### config.mk
export PLATFORM = sky130hd
export DESIGN_NAME = alu_cmd_sequencer
export DESIGN_NICKNAME = d
export VERILOG_FILES = /design/src/rtl/alu_cmd_sequencer.sv
export SDC_FILE = /design/constraint.sdc
export NUM_CORES = 1
export LEC_CHECK = 0
export ABC_AREA = 1
export CORE_ASPECT_RATIO = 0.5
export CORE_MARGIN = 3
export CORE_UTILIZATION = 45
export CTS_BUF_LIST = sky130_fd_sc_hd__clkbuf_16
export DETAILED_ROUTE_END_ITERATION = 16
export GPL_TIMING_DRIVEN = 0
export HOLD_SLACK_MARGIN = 0.06
export PLACE_DENSITY_LB_ADDON = 0.12
export SLEW_MARGIN = 20
export SYNTH_ARGS = -nofsm -noshare
export SYNTH_HDL_FRONTEND = slang
export SYNTH_SLANG_ARGS = --single-unit
### constraint.sdc
create_clock -name clk -period 3.23 [get_ports clk]
set_clock_uncertainty 0.2 [all_clocks]
set_input_delay 0.323 -clock clk [delete_from_list [all_inputs] [get_ports clk]]
set_output_delay 0.323 -clock clk [all_outputs]
set_load 0.01 [all_outputs]
### src/rtl/alu_cmd_sequencer.sv
// alu_cmd_sequencer
//   Sequential front-end for a combinational ALU. Accepts commands on a
//   valid/ready stream and registers operands and select toward the ALU.
//   One cycle later it captures the ALU result into a running accumulator
//   and into a small response FIFO. That FIFO drains on a valid/ready
//   response stream.
//
//   Optional build macro: ALU_SEQ_OVERFLOW_EN
//     defined   - each FIFO entry carries a signed-overflow bit for add/sub,
//                 and rsp_ovf presents the head entry's bit
//     undefined - no overflow storage; rsp_ovf is tied to 0
//
// Ports
//   clk, rstn                     clock, synchronous active-low reset
//   cmd_valid/cmd_ready           command handshake
//   cmd_op, cmd_a, cmd_b          op select (0 add, 1 or, 2 and, 3 sub) and operands
//   cmd_use_acc                   substitute the accumulator for cmd_a
//   alu_a, alu_b, alu_sel         registered operands/select driven to the ALU
//   alu_out                       combinational ALU result
//   rsp_valid/rsp_ready           response handshake (FIFO non-empty / pop)
//   rsp_data, rsp_zero, rsp_ovf   head result, result==0, signed overflow
//   acc                           current accumulator value
module alu_cmd_sequencer #(
    parameter int WIDTH      = 32,
    parameter int FIFO_DEPTH = 2
) (
    input  logic             clk,
    input  logic             rstn,
    input  logic             cmd_valid,
    output logic             cmd_ready,
    input  logic [3:0]       cmd_op,
    input  logic [WIDTH-1:0] cmd_a,
    input  logic [WIDTH-1:0] cmd_b,
    input  logic             cmd_use_acc,
    output logic [WIDTH-1:0] alu_a,
    output logic [WIDTH-1:0] alu_b,
    output logic [3:0]       alu_sel,
    input  logic [WIDTH-1:0] alu_out,
    output logic             rsp_valid,
    input  logic             rsp_ready,
    output logic [WIDTH-1:0] rsp_data,
    output logic             rsp_zero,
    output logic             rsp_ovf,
    output logic [WIDTH-1:0] acc
);

    localparam logic [0:0] IDLE = 1'b0;
    localparam logic [0:0] EXEC = 1'b1;
    localparam int PW = $clog2(FIFO_DEPTH);
    localparam int CW = $clog2(FIFO_DEPTH + 1);

    logic [0:0]       state;
    logic             accept;
    logic             push;
    logic             pop;
    logic             nonempty;
    logic [WIDTH-1:0] res_p1;
    logic             zero_p1;

    logic [PW-1:0]    wr_ptr;
    logic [PW-1:0]    rd_ptr;
    logic [CW-1:0]    count;
    logic [WIDTH-1:0] data_mem [FIFO_DEPTH];
    logic             zero_mem [FIFO_DEPTH];

    // Only ops 0..3 are defined; anything else yields 0 regardless of what
    // the attached ALU happens to produce for that select.
    function automatic logic [WIDTH-1:0] mask_result(input logic [3:0] sel,
                                                     input logic [WIDTH-1:0] r);
        return (sel[3:2] == 2'b00) ? r : '0;
    endfunction

`ifdef ALU_SEQ_OVERFLOW_EN
    logic ovf_mem [FIFO_DEPTH];
    logic ovf_p1;

    // Two's-complement overflow: operands of the same sign (add) or of
    // opposite sign (sub) whose result sign differs from operand a.
    function automatic logic signed_ovf(input logic [3:0] sel,
                                        input logic signed [WIDTH-1:0] a,
                                        input logic signed [WIDTH-1:0] b,
                                        input logic signed [WIDTH-1:0] r);
        case (sel)
            4'd0:    return (a[WIDTH-1] == b[WIDTH-1]) && (r[WIDTH-1] != a[WIDTH-1]);
            4'd3:    return (a[WIDTH-1] != b[WIDTH-1]) && (r[WIDTH-1] != a[WIDTH-1]);
            default: return 1'b0;
        endcase
    endfunction
`endif

    // Ready depends only on state and occupancy, never on cmd_valid.
    assign cmd_ready = (state == IDLE) && (count < CW'(FIFO_DEPTH));
    assign accept    = cmd_valid && cmd_ready;
    assign push      = (state == EXEC);
    assign nonempty  = (count != '0);
    assign pop       = nonempty && rsp_ready;
    assign res_p1    = mask_result(alu_sel, alu_out);
    assign zero_p1   = (res_p1 == '0);

    // p0: command acceptance, operands registered toward the ALU
    always_ff @(posedge clk) begin
        if (!rstn) begin
            state   <= IDLE;
            alu_a   <= '0;
            alu_b   <= '0;
            alu_sel <= '0;
            acc     <= '0;
        end else if (state == IDLE) begin
            if (accept) begin
                alu_a   <= cmd_use_acc ? acc : cmd_a;
                alu_b   <= cmd_b;
                alu_sel <= cmd_op;
                state   <= EXEC;
            end
        end else begin
            // p1: ALU result captured into the accumulator
            acc   <= res_p1;
            state <= IDLE;
        end
    end

    // response FIFO control
    always_ff @(posedge clk) begin
        if (!rstn) begin
            wr_ptr <= '0;
            rd_ptr <= '0;
            count  <= '0;
        end else begin
            if (push) wr_ptr <= wr_ptr + PW'(1);
            if (pop)  rd_ptr <= rd_ptr + PW'(1);
            case ({push, pop})
                2'b10:   count <= count + CW'(1);
                2'b01:   count <= count - CW'(1);
                default: count <= count;
            endcase
        end
    end

    // response FIFO storage (no reset; the head is masked while empty)
    always_ff @(posedge clk) begin
        if (push && rstn) begin
            data_mem[wr_ptr] <= res_p1;
            zero_mem[wr_ptr] <= zero_p1;
        end
    end

    assign rsp_valid = nonempty;
    assign rsp_data  = nonempty ? data_mem[rd_ptr] : '0;
    assign rsp_zero  = nonempty ? zero_mem[rd_ptr] : 1'b0;

`ifdef ALU_SEQ_OVERFLOW_EN
    assign ovf_p1 = signed_ovf(alu_sel, alu_a, alu_b, res_p1);

    always_ff @(posedge clk) begin
        if (push && rstn) begin
            ovf_mem[wr_ptr] <= ovf_p1;
        end
    end

    assign rsp_ovf = nonempty ? ovf_mem[rd_ptr] : 1'b0;
`else
    assign rsp_ovf = 1'b0;
`endif

endmodule

==> results.sh <==
export IMPL_vdd_drop_max_v=0.000383
export IMPL_post_synth_top_area_fraction_pct=30.8
export IMPL_final_net_count=1180
export IMPL_crit_fanout=10
export IMPL_drive_above_1_share_pct=6.07
export IMPL_synthTopCellsByArea="dfxtp_1 31%, edfxtp_1 29%, nand2_1 11%"
export IMPL_cts_buffers=17
export IMPL_min_from="rstn"
export IMPL_synth_cell_types=21
export IMPL_area_growth_pct=47.0
export IMPL_synthFlopType="dfxtp_1"
export IMPL_grt_pass1_vias=5992
export IMPL_finalSetupViolCount=0
export IMPL_start_util_pct=46.8
export IMPL_worstMarginPinSlew_ps=573
export IMPL_grt_pass1_wl_um=31900
export IMPL_antenna_cells=0
export IMPL_finalPower_mw=6.49
export IMPL_powerDensity_nw_per_um2=640
export IMPL_criticalPathCategory="reg -> out"
export IMPL_cts_root_buf="clkbuf_16"
export IMPL_cp_arrival_ps=2260
export IMPL_clockBufferDepth=2
export IMPL_yosys_area_top_type="dfxtp_1"
export IMPL_synth_cells=816
export IMPL_antenna_violating_nets_post_route=0
export IMPL_postCtsSetupBuffers=0
export IMPL_period_share_pct=86.2
export IMPL_row_count=31
export IMPL_placed_cell_area_um2=9570
export IMPL_final_area_um2=10100
export IMPL_hold_buffers=0
export IMPL_critPathCaptureType="output port"
export IMPL_synth_edf_count=66
export IMPL_grt_usage_pct=24.4
export IMPL_report_final_slew_viol_count=0
export IMPL_worstSkewPairLatency_ps=420
export IMPL_yosys_warnings=0
export IMPL_final_cells=1285
export IMPL_syn_avg_cell_area_um2=8.45
export IMPL_whs_ps=131
export IMPL_ios=241
export IMPL_status="completed"
export IMPL_max_slew_margin_pct=61.8
export IMPL_rr_startpoint="push"
export IMPL_syn_nets=922
export IMPL_wl_per_cell_um=16.4
export IMPL_dp_hpwl_um=16100
export IMPL_postCtsResizedCells=0
export IMPL_min_period_ps=2790
export IMPL_hold_path_class="in -> reg"
export IMPL_vias_per_cell=4.90
export IMPL_max_freq_mhz=359
export IMPL_dr_first_iter_drc_count=515
export IMPL_die_w_um=181
export IMPL_drt_pass1_iter_count=5
export IMPL_start_kind="flop"
export IMPL_finalHoldViolCount=0
export IMPL_gp_congestion=0.871
export IMPL_ys_ff_latch=172
export IMPL_core_area_um2=14700
export IMPL_routed_wl_um=21000
export IMPL_grt_max_degree=27
export IMPL_synth_area_um2=6890
export IMPL_clkTransAtPathRegs_ps=70
export IMPL_placedCellCount=1253
export IMPL_rsz0062_at_grt="false"
export IMPL_yosysSeqAreaShare_pct=59.5
export IMPL_cp_required_ps=2710
export IMPL_async_flop_share_pct=0
export IMPL_drc=0
export IMPL_port_buffers=237
export IMPL_numClockSinks=172
export IMPL_antenna_found_initial=0
export IMPL_htreeDepth=4
export IMPL_gr_total_overflow=0
export IMPL_fp_dieH_um=93.5
export IMPL_leakagePower_nw=4.00
export IMPL_dieArea_um2=16900
export IMPL_vias=6292
export IMPL_cts_tree="yes"
export IMPL_maxCapViolations=0
==> power breakdown <==
part	total [mW]	internal, mW	switching, mW
Sequential	2.56	2.46	0.107
Clock	1.96	1.03	0.938
Combinational	1.96	0.898	1.06
Total	6.49	4.38	2.11
==> registers in the layout (all words and copies together) (netlist names), named ones only <==
register,count
alu_sel,4
push,1
alu_a,32
data_mem,64
zero_mem,2
count,2
acc,32
alu_b,32
rd_ptr,1
wr_ptr,1
==> cells in the mapped netlist (2+ instances only) <==
library cell	instances
buf_4	5
o21ai_0	119
a21oi_1	68
dfxtp_1	106
edfxtp_1	66
clkinv_1	2
clkbuf_1	27
nand2_1	207
nor2_1	85
buf_2	18
inv_1	69
nand3_1	33
buf_6	3
==> final cells by class <==
class                   count  area (µm²)
fillers                  1219        4610
flip-flops and latches    172        4100
repair buffers            239        2410
multi-input cells         518        2270
clock buffers              17         425
inverters                  72         270
plain buffers              54         268
well taps                 198         248
clock inverters            15         140
==> metrics by stage <==
| stage | utilization [%] | TNS, ps | setup WS (ps) |
|---|---|---|---|
| floorplan | - | 0 | 389 |
| CTS | 68.8 | 0 | 463 |
| detailed placement | 64.9 | 0 | 931 |
| global placement | 64.5 | -39080 | -597 |
| finish | 68.8 | 0 | 444 |
| global route | 68.8 | 0 | 342 |
==> critical path, cell delays in order, from the launching register on <==
cell,delay [ps]
dfxtp_1,330
buf_2,180
clkbuf_1,400
nand2_1,100
a21oi_1,250
clkdlybuf4s50_1,580
==> cells in the final DEF (no fill, tap or decap), types with 17 or more instances in the layout <==
master	synthesis	routed
buf_2	18	18
clkdlybuf4s50_1	0	237
a21oi_1	68	68
clkbuf_16	0	17
dfxtp_1	106	106
edfxtp_1	66	66
nand2_1	207	207
clkbuf_1	27	27
nand3_1	33	33
nor2_1	85	83
inv_1	69	69
o21ai_0	119	119
==> kinds of logic after synthesis <==
family	count (synthesis)	share of synthesized area (%)
XOR/XNOR	1	0.127
flip-flops	172	59.5
AND/OR/NAND/NOR	328	18.7
other	1	0.0544
adder cells (fa/ha/maj)	1	0.181
AO/OA/AOI/OAI	187	13.6
buffers and inverters	126	7.81
==> per-layer routing <==
metal | global-route usage (%) | vias up | routed length, µm
li1 | - | 3160 | -
met1 | 31.1 | 2892 | 9120
met2 | 39.8 | 221 | 9740
met3 | 9.01 | 19 | 1900
met4 | 6.21 | 0 | 246
met5 | 0 | - | 0
==> worst paths after layout <==
path / endpoint / slack, ps / cells after the start
min: rd_ptr / 130 / 3
max reg2reg: count[1] / 1190 / 7
max: rsp_data[15] / 440 / 5
min reg2reg: alu_a[12] / 260 / 2
Note: power is estimated with default switching activity, not from simulation.
